### src/rtl/sim_halt_ctrl.sv
// ---------------------------------------------------------------------------
// sim_halt_ctrl
//   Core-side end of the simulation stop handshake. Watches the 2-wide retire
//   bus for the exit syscall (v0 == 10 or v0 == 17). On exit it freezes fetch,
//   waits for the store buffer to drain, then raises a sticky halted flag.
//   Keeps saturating cycle / retired-instruction counters and a watchdog that
//   stops runaway programs with exit code 8'hFF.
//
// Ports
//   clock             in   rising-edge clock
//   reset             in   asynchronous, active-high
//   retire_valid      in   [1:0] per-lane retire strobe, lane 0 is older
//   retire_is_syscall in   [1:0] per-lane syscall marker
//   v0_value          in   [31:0] committed $v0 in the retire cycle
//   a0_value          in   [31:0] committed $a0 in the retire cycle
//   sb_empty          in   store buffer has no pending stores
//   kill_lane1        out  combinational: drop lane-1 retire this cycle
//   stall_fetch       out  freeze the front end (registered)
//   halted            out  sticky: program finished or timed out
//   timeout           out  sticky: watchdog expired
//   exit_code         out  [7:0] exit status, valid when halted
//   cycle_count       out  [CNT_W-1:0] cycles since reset release
//   instr_count       out  [CNT_W-1:0] instructions retired
// ---------------------------------------------------------------------------
module sim_halt_ctrl #(
  parameter int CYCLE_LIMIT = 50000,
  parameter int CNT_W       = 32
) (
  input  logic             clock,
  input  logic             reset,
  input  logic [1:0]       retire_valid,
  input  logic [1:0]       retire_is_syscall,
  input  logic [31:0]      v0_value,
  input  logic [31:0]      a0_value,
  input  logic             sb_empty,
  output logic             kill_lane1,
  output logic             stall_fetch,
  output logic             halted,
  output logic             timeout,
  output logic [7:0]       exit_code,
  output logic [CNT_W-1:0] cycle_count,
  output logic [CNT_W-1:0] instr_count
);

  typedef enum logic [1:0] {S_RUN, S_DRAIN, S_HALTED, S_TIMEOUT} state_t;

  // Compared at 64 bits so a limit wider than the counter simply never fires.
  localparam logic [63:0] LIMIT_M1 = 64'(CYCLE_LIMIT - 1);

  state_t           state_q, state_d;
  logic [CNT_W-1:0] cycle_count_q, cycle_count_d;
  logic [CNT_W-1:0] instr_count_q, instr_count_d;
  logic [7:0]       exit_code_q, exit_code_d;
  logic             stall_q, stall_d;
  logic             halted_q, halted_d;
  logic             timeout_q, timeout_d;

  logic             exit_v0, exit0, exit1, wdog_hit;
  logic [1:0]       lanes_cnt;
  logic [CNT_W:0]   instr_sum;
  logic [CNT_W-1:0] instr_sat, cycle_inc;

  // Both lanes see the same committed $v0; the lane only qualifies the strobe.
  assign exit_v0 = (v0_value == 32'd10) || (v0_value == 32'd17);
  assign exit0   = retire_valid[0] & retire_is_syscall[0] & exit_v0;
  assign exit1   = retire_valid[1] & retire_is_syscall[1] & exit_v0;

  // An older-lane exit must squash the younger lane in the same cycle.
  assign kill_lane1 = (state_q == S_RUN) & exit0;

  assign wdog_hit = (64'(cycle_count_q) == LIMIT_M1);

  // Saturating arithmetic: one spare bit catches the carry out of the add.
  assign lanes_cnt = {1'b0, retire_valid[0]} + {1'b0, retire_valid[1] & ~kill_lane1};
  assign instr_sum = {1'b0, instr_count_q} + {{(CNT_W-1){1'b0}}, lanes_cnt};
  assign instr_sat = instr_sum[CNT_W] ? {CNT_W{1'b1}} : instr_sum[CNT_W-1:0];
  assign cycle_inc = (&cycle_count_q) ? cycle_count_q : cycle_count_q + CNT_W'(1);

  // NOTE: every signal assigned here gets a default first, so no path leaves
  // it unassigned and no latch is inferred.
  always_comb begin
    state_d       = state_q;
    cycle_count_d = cycle_count_q;
    instr_count_d = instr_count_q;
    exit_code_d   = exit_code_q;
    stall_d       = stall_q;
    halted_d      = halted_q;
    timeout_d     = timeout_q;

    case (state_q)
      S_RUN: begin
        cycle_count_d = cycle_inc;
        instr_count_d = instr_sat;
        if (exit0 || exit1) begin
          exit_code_d = (v0_value == 32'd17) ? a0_value[7:0] : 8'h00;
          stall_d     = 1'b1;
          // A ready halt beats the watchdog on the same edge.
          if (sb_empty) begin
            state_d  = S_HALTED;
            halted_d = 1'b1;
          end else if (wdog_hit) begin
            state_d     = S_TIMEOUT;
            halted_d    = 1'b1;
            timeout_d   = 1'b1;
            exit_code_d = 8'hFF;
          end else begin
            state_d = S_DRAIN;
          end
        end else if (wdog_hit) begin
          state_d     = S_TIMEOUT;
          stall_d     = 1'b1;
          halted_d    = 1'b1;
          timeout_d   = 1'b1;
          exit_code_d = 8'hFF;
        end
      end

      S_DRAIN: begin
        cycle_count_d = cycle_inc;
        if (sb_empty) begin
          state_d  = S_HALTED;
          halted_d = 1'b1;
        end else if (wdog_hit) begin
          state_d     = S_TIMEOUT;
          halted_d    = 1'b1;
          timeout_d   = 1'b1;
          exit_code_d = 8'hFF;
        end
      end

      default: ;  // HALTED and TIMEOUT hold everything until reset
    endcase
  end

  // NOTE: state registers use non-blocking assignments so every flop samples
  // the pre-edge values, independent of statement order.
  always_ff @(posedge clock or posedge reset) begin
    if (reset) begin
      state_q       <= S_RUN;
      cycle_count_q <= '0;
      instr_count_q <= '0;
      exit_code_q   <= 8'h00;
      stall_q       <= 1'b0;
      halted_q      <= 1'b0;
      timeout_q     <= 1'b0;
    end else begin
      state_q       <= state_d;
      cycle_count_q <= cycle_count_d;
      instr_count_q <= instr_count_d;
      exit_code_q   <= exit_code_d;
      stall_q       <= stall_d;
      halted_q      <= halted_d;
      timeout_q     <= timeout_d;
    end
  end

  assign stall_fetch = stall_q;
  assign halted      = halted_q;
  assign timeout     = timeout_q;
  assign exit_code   = exit_code_q;
  assign cycle_count = cycle_count_q;
  assign instr_count = instr_count_q;

endmodule

### config.mk
export PLATFORM = sky130hd
export DESIGN_NAME = sim_halt_ctrl
export DESIGN_NICKNAME = d
export VERILOG_FILES = /design/src/rtl/sim_halt_ctrl.sv
export SDC_FILE = /design/constraint.sdc
export NUM_CORES = 1
export LEC_CHECK = 0
export CORE_MARGIN = 2
export CORE_UTILIZATION = 45
export CTS_CLUSTER_DIAMETER = 100
export DETAILED_ROUTE_END_ITERATION = 7
export PLACE_DENSITY = 0.8
export SETUP_SLACK_MARGIN = 0.5
export SLEW_MARGIN = 0
export SYNTH_ARGS = -nofsm -noshare
export SYNTH_HDL_FRONTEND = slang
export SYNTH_SLANG_ARGS = --single-unit
### constraint.sdc
create_clock -name clock -period 3.9 [get_ports clock]
set_clock_uncertainty 0.1 [all_clocks]
set_input_delay 0.78 -clock clock [delete_from_list [all_inputs] [get_ports clock]]
set_output_delay 0.78 -clock clock [all_outputs]
set_load 0.02 [all_outputs]
==> results of run 1 <==
==> worst max-delay path: cells and delay by family <==
kind                       cells  cell delay [ps]
and+or+nand+nor                8             1350
buffers and inverters          1              420
adders and majority gates      2              580
muxes                          1              290
==> timing repair <==
item | in CTS | in global routing
gates cloned | 0 | 0
buffers inserted | 0 | 3
endpoints found under the setup margin | 16 | 26
pin swaps | 0 | 14
gates resized for setup | 3 | 39
==> where the power goes <==
group	total (mW)	leakage [nW]	internal [mW]	switching, mW
Clock	0.612	0.106	0.312	0.300
Sequential	0.798	1.04	0.798	0.0000000000376
Combinational	0.0777	1.55	0.0450	0.0327
==> registers in the layout (all words and copies together) (netlist names) <==
register,cells
cycle_count,32
instr_count,32
exit_code,8
state_q,2
halted,1
stall_fetch,1
timeout,1
==> area by class of cell <==
type / count / area (um^2)
Fill cell: 702 / 2920
Multi-Input combinational cell: 301 / 2180
Sequential cell: 77 / 1930
Timing Repair Buffer: 133 / 1380
Clock buffer: 10 / 138
Tap cell: 108 / 135
Clock inverter: 6 / 62.6
Inverter: 6 / 22.5
==> synthesized netlist by cell type (2+ instances only) <==
cell and n:
a21oi_1 12, a2bb2oi_2 8, a31oi_1 3, and2_1 6, and3_1 15, and4_1 5
buf_2 3, clkbuf_1 3, dfrtp_1 77, ha_1 2, inv_1 6, mux2_2 3
nand2_1 54, nand2b_1 2, nand3_1 21, nand4_1 31, nor2_1 19, nor2_2 2
nor2b_1 3, nor3_1 6, nor3_2 2, nor4_1 12, nor4_2 3, nor4_4 3
nor4b_4 2, nor4bb_1 3, o21a_1 2, o21ai_0 6, or4b_1 2, xnor2_1 32
xor2_1 21
==> worst paths after layout <==
kind                                               endpoint  cells after the start
worst max-delay path            instr_count[26]$_DFFE_PP0P_                     12
worst min-delay path                stall_fetch$_DFFE_PP0P_                      1
worst max register to register  instr_count[26]$_DFFE_PP0P_                      9
worst min register to register      stall_fetch$_DFFE_PP0P_                      1
max in group asynchronous       instr_count[28]$_DFFE_PP0P_                      3
min in group asynchronous       cycle_count[23]$_DFFE_PP0P_                      2
==> kinds of logic after synthesis <==
group / Yosys count / synth area share, %
and+or+nand+nor: 205 / 30.3
adders and majority gates: 3 / 1.10
buffers and inverters: 13 / 1.69
AOI/OAI and AO/OA: 36 / 7.24
xor gates and xnor gates: 53 / 11.4
DFF: 77 / 47.2
muxes: 4 / 1.07
==> per-layer routing <==
metal	routed length (um)	global-route usage, %	share of wire, %
met1	4360	26.9	41
met2	5430	36.6	51
met3	601	4.78	5.7
met4	170	7.38	1.6
met5	0	0	0
==> impl_metrics.env, run 1 <==
export IMPL_synth_top_area_cell="dfrtp_1"
export IMPL_antenna_found_initial=0
export IMPL_fmax_ghz=0.303
export IMPL_hold_path_startpoint="stall_fetch$_DFFE_PP0P_"
export IMPL_synthDistinctLibCells=53
export IMPL_antenna_cells=0
export IMPL_worstPathRequired_ps=4030
export IMPL_core_area_um2=8760
export IMPL_yosysWarnings=0
export IMPL_fin_area_um2=5840
export IMPL_synthCells=391
export IMPL_drive_above_1_share_pct=13.5
export IMPL_finalCritPeriodShare_pct=84.5
export IMPL_dpl_cell_area_um2=5480
export IMPL_synth_ff_type="dfrtp_1"
export IMPL_max_cap_violations=0
export IMPL_cts_root_buffer="clkbuf_8"
export IMPL_final_max_slew_viol_count=0
export IMPL_period_needed_ps=3300
export IMPL_final_core_util_pct=66.7
export IMPL_ioPinCount=147
export IMPL_gr_total_overflow=0
export IMPL_grtUsageTotal_pct=21.4
export IMPL_first_pass_iters=4
export IMPL_grt_pass1_wl_um=17200
export IMPL_ys_ff_latch=77
export IMPL_end_kind="register"
export IMPL_vias=3595
export IMPL_syn_to_final_growth_pct=43.2
export IMPL_synth_area_um2=4080
export IMPL_syn_num_nets=465
export IMPL_timing_rr_start="state_q[0]$_DFFE_PP0P_"
export IMPL_async_flop_share_pct=100
export IMPL_viasPerCell=5.61
export IMPL_critPathMaxStageDelay_ps=420
export IMPL_critPathMaxFanout=4
export IMPL_crit_path_start_kind="input pin"
export IMPL_fp_dieW_um=99.2
export IMPL_start_util_pct=46.5
export IMPL_holdBufCountCts=0
export IMPL_insertion_delay_ps=350
export IMPL_final_cell_mix="clkdlybuf4s50_1, dfrtp_1, nand2_1"
export IMPL_synth_seq_area_share_pct=47.2
export IMPL_crit_start="v0_value[6]"
export IMPL_setup_viol=0
export IMPL_fin_nets=602
export IMPL_portBuffers=122
export IMPL_gp_congestion=0.855
export IMPL_powerDensity_nw_per_um2=255
export IMPL_clock_path_buffers=2
export IMPL_ir_drop_v=0.000177
export IMPL_mostFrequentLayoutCell="clkdlybuf4s50_1"
export IMPL_hold_violations=0
export IMPL_min_path_type="reg -> reg"
export IMPL_status="complete, no violations"
export IMPL_critical_path_class="in -> reg"
export IMPL_placedCellCount=622
export IMPL_first_global_vias=3653
export IMPL_drt_iter0_markers=98
export IMPL_final_antenna_net_count=0
export IMPL_wirelength_um=10600
export IMPL_ctsHtreeMaxLevel=3
export IMPL_synthTopCellsByArea="dfrtp_1, xnor2_1, nand2_1"
export IMPL_setup_slack_ps=603
export IMPL_place_ws_ps=-4.91
export IMPL_worst_hold_slack_ps=378
export IMPL_post_route_drc_count=0
export IMPL_post_drt_wl_per_cell_um=16.5
export IMPL_avgSynthCellArea_um2=10.4
export IMPL_fin_cells=641
export IMPL_hpwlAfterDp_um=7610
export IMPL_finalSetupTns_ps=0
export IMPL_rsz0062_at_grt="no"
export IMPL_clkTransAtPathRegs_ps=80
export IMPL_cts_sinks=77
export IMPL_p_leak_nw=2.71
export IMPL_crit_slowest_cell="clkdlybuf4s50_1"
export IMPL_slew_headroom_pct=36.1
export IMPL_synth_edff_count=0
export IMPL_die_h_um=99.2
export IMPL_worstPathCellList="clkdlybuf4s50_1 -> nor4_2 -> nand4_1 -> or2_4 -> nor4_4 -> nor2b_2 -> fa_2 -> ha_4 -> nand4bb_4 -> nor4_4 -> and3_1 -> mux2_4"
export IMPL_worst_pin_slew_ps=957
export IMPL_p_total_mw=1.49
export IMPL_grt_max_degree=47
export IMPL_die_area_um2=9840
export IMPL_cts_made_buffers=9
export IMPL_r2r_slack_ps=1150
export IMPL_critPathArrivalTime_ps=3430
export IMPL_path_common_cell="nor4_4"
export IMPL_placementRows=34
export IMPL_yosysTopAreaCellShare_pct=47.2
export IMPL_cts_tree="done"
(Power assumes the default switching activity.)
==> run 2: changes to the inputs <==
- CORE_UTILIZATION: 45 -> 41
- PLACE_DENSITY: 0.8 -> 0.77
- clock period: 3.9 -> 2.8 ns (I/O delays scaled with it)
==> run 2 against run 1 <==
Net effect: via count rose by 3.9%; total power rose by 38%; cell area rose by 6.6%; worst setup slack got worse by 550 ps; largest power group unchanged; clock-buffer cell count rose by 2; critical endpoint unchanged; core utilization fell by 2.7 points; flip-flop and latch count did not move.
==> impl_metrics.env, run 2 (synthesized netlist as in run 1, its figures left out) <==
export IMPL_grtUsageTotal_pct=20.2
export IMPL_wirelength_um=11500
export IMPL_worstPathRequired_ps=2920
export IMPL_antenna_cells=0
export IMPL_hpwlAfterDp_um=8010
export IMPL_slew_headroom_pct=58.6
export IMPL_critPathMaxFanout=4
export IMPL_timing_rr_start="state_q[1]$_DFFE_PP0P_"
export IMPL_powerDensity_nw_per_um2=329
export IMPL_die_h_um=104
export IMPL_setup_slack_ps=52.0
export IMPL_fmax_ghz=0.364
export IMPL_core_area_um2=9730
export IMPL_insertion_delay_ps=330
export IMPL_p_total_mw=2.05
export IMPL_fp_dieW_um=104
export IMPL_setup_viol=0
export IMPL_drive_above_1_share_pct=26.3
export IMPL_min_path_type="reg -> reg"
export IMPL_final_antenna_net_count=0
export IMPL_cts_sinks=77
export IMPL_vias=3735
export IMPL_ioPinCount=147
export IMPL_critPathArrivalTime_ps=2870
export IMPL_final_cell_mix="clkdlybuf4s50_1, dfrtp_1, nand2_1"
export IMPL_rsz0062_at_grt="yes"
export IMPL_gp_congestion=0.857
export IMPL_worstPathCellList="dlygate4sd2_1 -> nor4bb_4 -> nor2_2 -> nor4_4 -> nor2b_2 -> fa_2 -> ha_4 -> nand4bb_4 -> nor4_4 -> and3_1 -> mux2_4"
export IMPL_crit_slowest_cell="fa_2"
export IMPL_place_ws_ps=-746
export IMPL_antenna_found_initial=0
export IMPL_end_kind="register"
export IMPL_max_cap_violations=0
export IMPL_placementRows=36
export IMPL_syn_to_final_growth_pct=52.6
export IMPL_ir_drop_v=0.000221
export IMPL_die_area_um2=10800
export IMPL_holdBufCountCts=0
export IMPL_first_pass_iters=4
export IMPL_fin_nets=623
export IMPL_cts_made_buffers=9
export IMPL_grt_max_degree=34
export IMPL_multiInputGateArea_um2=2420
export IMPL_period_needed_ps=2750
export IMPL_final_max_slew_viol_count=0
export IMPL_ctsHtreeMaxLevel=3
export IMPL_hold_violations=0
export IMPL_viasPerCell=5.45
export IMPL_cts_root_buffer="clkbuf_8"
export IMPL_min_to="timeout$_DFFE_PP0P_"
export IMPL_first_global_vias=3724
export IMPL_clkTransAtPathRegs_ps=80
export IMPL_cts_tree="done"
export IMPL_r2r_slack_ps=160
export IMPL_p_leak_nw=2.69
export IMPL_drt_iter0_markers=169
export IMPL_hold_path_startpoint="timeout$_DFFE_PP0P_"
export IMPL_status="complete, no violations"
export IMPL_clock_path_buffers=2
export IMPL_worstReg2RegEnd="instr_count[26]$_DFFE_PP0P_"
export IMPL_min_path_cells=1
export IMPL_r2r_worst_path_cells=9
export IMPL_grt_pass1_wl_um=18000
export IMPL_post_route_drc_count=0
export IMPL_start_util_pct=41.9
export IMPL_mostFrequentLayoutCell="clkdlybuf4s50_1"
export IMPL_crit_path_start_kind="input pin"
export IMPL_gr_total_overflow=0
export IMPL_regArea_um2=1930
export IMPL_nFillCells=793
export IMPL_worst_pin_slew_ps=619
export IMPL_critPathMaxStageDelay_ps=420
export IMPL_finalCritPeriodShare_pct=98.1
export IMPL_path_delay_family="simple AND/OR/NAND/NOR gates"
export IMPL_crit_buf_inv=1
export IMPL_post_drt_wl_per_cell_um=16.8
export IMPL_critical_path_class="in -> reg"
export IMPL_portBuffers=122
export IMPL_path_common_cell="nor4_4"
export IMPL_crit_cells=11
## run 2: cell count changes in the layout (fill, tap and decap cells not counted), sizes merged, moves of 2 or more
cell | before | now
dlymetal6s2s | 24 | 0
clkdlybuf4s50 | 97 | 89
clkbuf | 10 | 14
dlygate4sd2 | 0 | 2
clkdlybuf4s15 | 0 | 9
clkinv | 5 | 1
buf | 12 | 52
## run 2: layout make-up
class | count | area share, %
Multi-Input combinational cell | 301 | 38.8
Sequential cell | 77 | 30.9
Timing Repair Buffer | 154 | 24.2
Tap cell | 133 | 2.67
Clock buffer | 12 | 2.33
Clock inverter | 2 | 0.563
Inverter | 6 | 0.422
## run 2: layer usage
metal  vias to the layer above  share of wire [%]  track usage [%]
met4                         0                1.8             5.02
met1                      1855                 41             26.0
met3                        17                4.8             3.90
met2                       121                 52             35.1
li1                       1742                  -                -
met5                         -                  0                0
## run 2: where the power goes
group	switching (mW)	internal, mW	total [mW]
Sequential	0.0000000000495	1.11	1.11
Combinational	0.0597	0.0709	0.131
Clock	0.377	0.427	0.804
Total	0.437	1.61	2.05
## run 2: through the flow
stage / setup TNS (ps) / hold WS (ps) / utilization, % / instances / cell area [um^2]
2_1_floorplan: -6050 / 468 / - / 391 / 4220
3_3_place_gp: -16350 / 352 / 59.0 / 661 / 5740
3_5_place_dp: -18440 / 373 / 59.0 / 661 / 5740
4_1_cts: -27.4 / 395 / 62.4 / 681 / 6070
5_1_grt: -736 / 405 / 64.0 / 685 / 6230
6_report: 0 / 391 / 64.0 / 685 / 6230
## run 2: worst max path at each step
stage	slack (ps)	startpoint	endpoint
final	50	v0_value[3]	instr_count[26]$_DFFE_PP0P_
after global routing	-50	v0_value[4]	instr_count[26]$_DFFE_PP0P_
after CTS	-30	v0_value[24]	instr_count[26]$_DFFE_PP0P_
after detailed placement	-750	v0_value[9]	instr_count[14]$_DFFE_PP0P_
after global placement	-610	v0_value[0]	instr_count[18]$_DFFE_PP0P_
after floorplan	-290	v0_value[6]	instr_count[26]$_DFFE_PP0P_
## run 2: worst reg2reg max path, cell delays in order, from the launching register on
cell and delay [ps]:
dfrtp_1 370, or2_2 380, nor4_4 330, nor2b_2 90, fa_2 420, ha_4 190
nand4bb_4 120, nor4_4 60, and3_1 170, mux2_4 300
## run 2: timing repair
| action | CTS | global route |
|---|---|---|
| endpoints found under the setup margin | 38 | 48 |
| pin swaps | 21 | 24 |
| setup buffers | 6 | 2 |
| resized for setup | 140 | 27 |
| cloned | 0 | 2 |
